[src/rtl/bank_sel_decoder.sv]
// Registered one-hot bank select decoder with a loadable, round-robin index pointer.
// Bad loads are rejected with an err pulse; pointer wrap is flagged with a wrap pulse.
module bank_sel_decoder #(
   parameter int SEL_W   = 3,
   parameter int NUM_OUT = (1 << SEL_W)
) (
   input  logic               clk,
   input  logic               rst_n,
   input  logic               en,
   input  logic               mode,
   input  logic               load_valid,
   input  logic [SEL_W-1:0]   load_idx,
   input  logic               step,
   output logic [NUM_OUT-1:0] out,
   output logic [SEL_W-1:0]   cur_idx,
   output logic               wrap,
   output logic               err
);

   localparam logic [SEL_W:0]   LP_NUM  = (SEL_W+1)'(NUM_OUT);
   localparam logic [SEL_W-1:0] LP_LAST = SEL_W'(NUM_OUT - 1);

   logic [SEL_W-1:0]   r_ptr;
   logic [NUM_OUT-1:0] r_out;
   logic               r_wrap;
   logic               r_err;

   logic [SEL_W-1:0]   w_ptr_n;
   logic               w_wrap_n;
   logic               w_err_n;
   logic               w_idx_ok;

   assign w_idx_ok = ({1'b0, load_idx} < LP_NUM);

   always_comb begin
      w_ptr_n  = r_ptr;
      w_wrap_n = 1'b0;
      w_err_n  = 1'b0;
      if (load_valid) begin
         // an out-of-range load also swallows any step this cycle
         if (w_idx_ok) w_ptr_n = load_idx;
         else          w_err_n = 1'b1;
      end else if (mode && step) begin
         if (r_ptr == LP_LAST) begin
            w_ptr_n  = '0;
            w_wrap_n = 1'b1;
         end else begin
            w_ptr_n = r_ptr + 1'b1;
         end
      end
   end

   always_ff @(posedge clk or negedge rst_n) begin
      if (!rst_n) begin
         r_ptr  <= '0;
         r_out  <= '0;
         r_wrap <= 1'b0;
         r_err  <= 1'b0;
      end else begin
         r_ptr  <= w_ptr_n;
         r_out  <= en ? (NUM_OUT'(1) << w_ptr_n) : '0;
         r_wrap <= w_wrap_n;
         r_err  <= w_err_n;
      end
   end

   assign out     = r_out;
   assign cur_idx = r_ptr;
   assign wrap    = r_wrap;
   assign err     = r_err;

endmodule

[config.mk]
export PLATFORM = sky130hd
export DESIGN_NAME = bank_sel_decoder
export DESIGN_NICKNAME = d
export VERILOG_FILES = /design/src/rtl/bank_sel_decoder.sv
export SDC_FILE = /design/constraint.sdc
export NUM_CORES = 1
export LEC_CHECK = 0
export CAP_MARGIN = 20
export CORE_UTILIZATION = 44
export CTS_BUF_LIST = sky130_fd_sc_hd__clkbuf_8
export CTS_CLUSTER_SIZE = 20
export DETAILED_ROUTE_END_ITERATION = 10
export GPL_TIMING_DRIVEN = 0
export PLACE_DENSITY_LB_ADDON = 0.08
export SYNTH_ARGS = -nofsm -noshare
export SYNTH_HDL_FRONTEND = slang
export SYNTH_SLANG_ARGS = --single-unit
[constraint.sdc]
create_clock -name clk -period 2.3 [get_ports clk]
set_input_delay 0.46 -clock clk [delete_from_list [all_inputs] [get_ports clk]]
set_output_delay 0.46 -clock clk [all_outputs]
set_load 0.01 [all_outputs]
==> summary.md <==
| Metric | Value |
|---|---|
| Crit path kind | flop to flop |
| Outcome | finished clean |
| Vert. Die Dim | 38.9 um |
| Internal | 405 uW |
| Worst slew pin tran | 536 ps |
| Synth warn | 0 |
| GRT Total Usage | 0.198 |
| Top Ports | 22 |
| Post-CTS Setup Inserts | 0 |
| Max Slew Vio Count | 0 |
| Initial Utilization | 0.505 |
| # resized after CTS | 0 |
| Crit end category | flop |
| Worst-path clk slew | 50 ps |
| DP HPWL | 933 um |
| Latest clock arrival within the worst-skew pair | 230 ps |
| Post-synth EDFFs | 0 |
| Slew HR | 0.642 |
| First-pass GRT wire length | 1990 um |
| Final design area excluding fillers | 858 sq um |
| Syn Inst Count | 41 |
| Synthesized cell area | 599 sq um |
| Post-Route Setup TNS | 0 ps |
| Share of layout cells above drive strength 1 | 0.266 |
| Switching Fraction | 0.248 |
| Area of the core | 0.00119 sq mm |
| Total clock buffers created by CTS | 3 |
| Setup ws final | 443 ps |
| Static Leak | 0.000361 uW |
| Setup Skew | 3.22 ps |
| CP dominant cell by count | ha_1 |
| # diodes | 0 |
| PortBufs | 20 |
| Clock Tree Buf Depth | 2 |
| Gate power share | 0.236 |
| Post-Syn Area per Cell | 14.6 sq um |
| Root buffer cell | clkbuf_8 |
| MaxCap Viol Count | 0 |
| Routed WL | 1220 um |
| Placed cell count | 75 |
| #FFs+latches synth | 12 |
| Placer Congestion | 0.686 |
| Vias per cell | 5.31 |
| First-pass iteration count of the detailed router | 2 |
| Reg power frac | 0.431 |
| Routed len/inst | 15.6 um |
| Share of synthesized registers carrying an async set or reset | 1.00 |
| Routed vias | 414 |
| Die Width | 38.9 um |
| CP bufs+invs | 1 |
| Ys flop type | dfrtp_1 |
| Clock sink total | 12 |
| Remaining antenna violation count after routing | 0 |
| Grt ovf | 0 |
| HP Class | primary input to async pin |
| PwrDens | 627 mW/mm^2 |
| CTS tree | built |
| DRT iter0 DRCs | 3 |
| CP cell instances | ha_1 -> ha_1 -> and3_4 -> o31ai_4 -> inv_4 -> nor4b_4 |
| Final Hold Fails | 0 |
| CP delay by family, top | adder cells |
| Row count | 12 |
| Yosys cell types | 25 |
| Power share of the clock group | 0.334 |
| Crit start category | flop |
| Synth area leaders | dfrtp_1, ha_1, nor4_2 |
| Largest area contributor in the netlist | dfrtp_1 |
| Hold buffers post-CTS | 0 |
| Area Overhead vs Synth | 43.2% |
| Post-layout net count | 77 |
| Max frequency | 538 MHz |
| Non-Filler Instances | 78 |
| Tcrit/Tclk final | 0.808 |
| Final setup fails | 0 |
| Critical path arrival | 2000 ps |
| Placed Area | 817 sq um |
| Die area | 0.00151 sq mm |
| Crit path largest cell delay | 400 ps |
| Syn Nets | 52 |
| WHS | 583 ps |
| CP Max Fanout | 5 |
| DRC | 0 |
| Setup WS pre-CTS | 289 ps |
| Initial antenna violation count | 0 |
| Sequential element share of the synthesized area | 0.501 |
| RSZ-0062 raised after global routing | false |
| Worst Path Required | 2440 ps |
| Largest net degree at the start of global routing | 13 |
| P_sw | 133 uW |
| Post-synth top area share | 0.501 |
| Vias in the first global route | 406 |
| Critical-path top delay cell | dfrtp_1 |
| H-tree depth | 1 |
| Tmin final | 1860 ps |
| Worst vdd ir | 0.000312 V |
==> layout make-up <==
| type | count | area, sq um |
|---|---|---|
| Fill cell | 102 | 328 |
| Buffer | 2 | 12.5 |
| Inverter | 2 | 10.0 |
| Timing Repair Buffer | 20 | 200 |
| Multi-Input combinational cell | 25 | 277 |
| Tap cell | 14 | 17.5 |
| Clock buffer | 3 | 41.3 |
| Sequential cell | 12 | 300 |
==> flip-flops by register name, summed over array words and instances, names as in the netlist <==
signal / flops
out: 8
cur_idx: 3
wrap: 1
==> cells in the mapped netlist, types with 2 or more instances <==
cell type / n
a21boi_0: 2
dfrtp_1: 12
ha_1: 2
nand2b_1: 3
nor4_2: 2
==> metrics by stage <==
step / total power [uW] / util
2_1_floorplan: 302 / -
5_1_grt: 564 / 0.724
3_3_place_gp: 358 / 0.689
3_5_place_dp: 363 / 0.689
6_report: 538 / 0.724
4_1_cts: 545 / 0.724
==> power groups by stage <==
| stage | registers (uW) | logic (uW) | clock network, uW |
|---|---|---|---|
| after global routing | 233 | 138 | 193 |
| final | 232 | 127 | 180 |
| after global placement | 234 | 124 | 0 |
| after floorplan | 240 | 62.0 | 0 |
| after detailed placement | 235 | 128 | 0 |
| after CTS | 232 | 128 | 185 |
==> metal layers <==
| metal | up-vias | wire length (um) | GRT usage |
|---|---|---|---|
| met2 | 10 | 650 | 0.325 |
| li1 | 198 | - | - |
| met3 | 0 | 32 | 0.0173 |
| met4 | 0 | 0 | 0.0517 |
| met5 | - | 0 | 0 |
| met1 | 206 | 534 | 0.278 |
==> path summary, 6_finish.rpt <==
| check | startpoint | to | slack [ps] | depth (start not counted) |
|---|---|---|---|---|
| setup reg to reg | cur_idx[0] | out[2] | 440 | 6 |
| hold reg to reg | cur_idx[2] | wrap | 760 | 2 |
| hold / removal | rst_n | out[7] | 580 | 1 |
| min in group clk | cur_idx[2] | wrap | 760 | 2 |
| max in group asynchronous | rst_n | out[3] | 1360 | 1 |
| setup / recovery | cur_idx[0] | out[2] | 440 | 6 |
==> cell usage in the layout, fill, tap and decap left out <==
cell and instances:
nor3b_1 1, o31a_4 1, nand2b_1 3, and4b_1 1
clkbuf_8 3, inv_4 1, and4bb_4 1, o31a_1 1
buf_2 1, nor3_1 1, clkdlybuf4s50_1 20, inv_1 1
nor3_2 1, a21boi_1 1, ha_1 2, nor4b_2 1
conb_1 1, a21boi_0 2, and3_4 1, buf_4 1
o31ai_4 1, o311ai_2 1, dfrtp_1 12, nor3b_2 1
nor4_2 2, nor4b_4 1, and3_1 1
==> logic make-up (layout without fill, tap and decap cells) <==
group	after synthesis	in the layout	synth area share
and+or+nand+nor	15	15	0.269
other	1	1	0.00626
adders and majority gates	2	2	0.0417
buffers and inverters	4	27	0.0376
DFF	12	12	0.501
AOI/OAI and AO/OA	7	7	0.144
(Power assumes the default switching activity.)
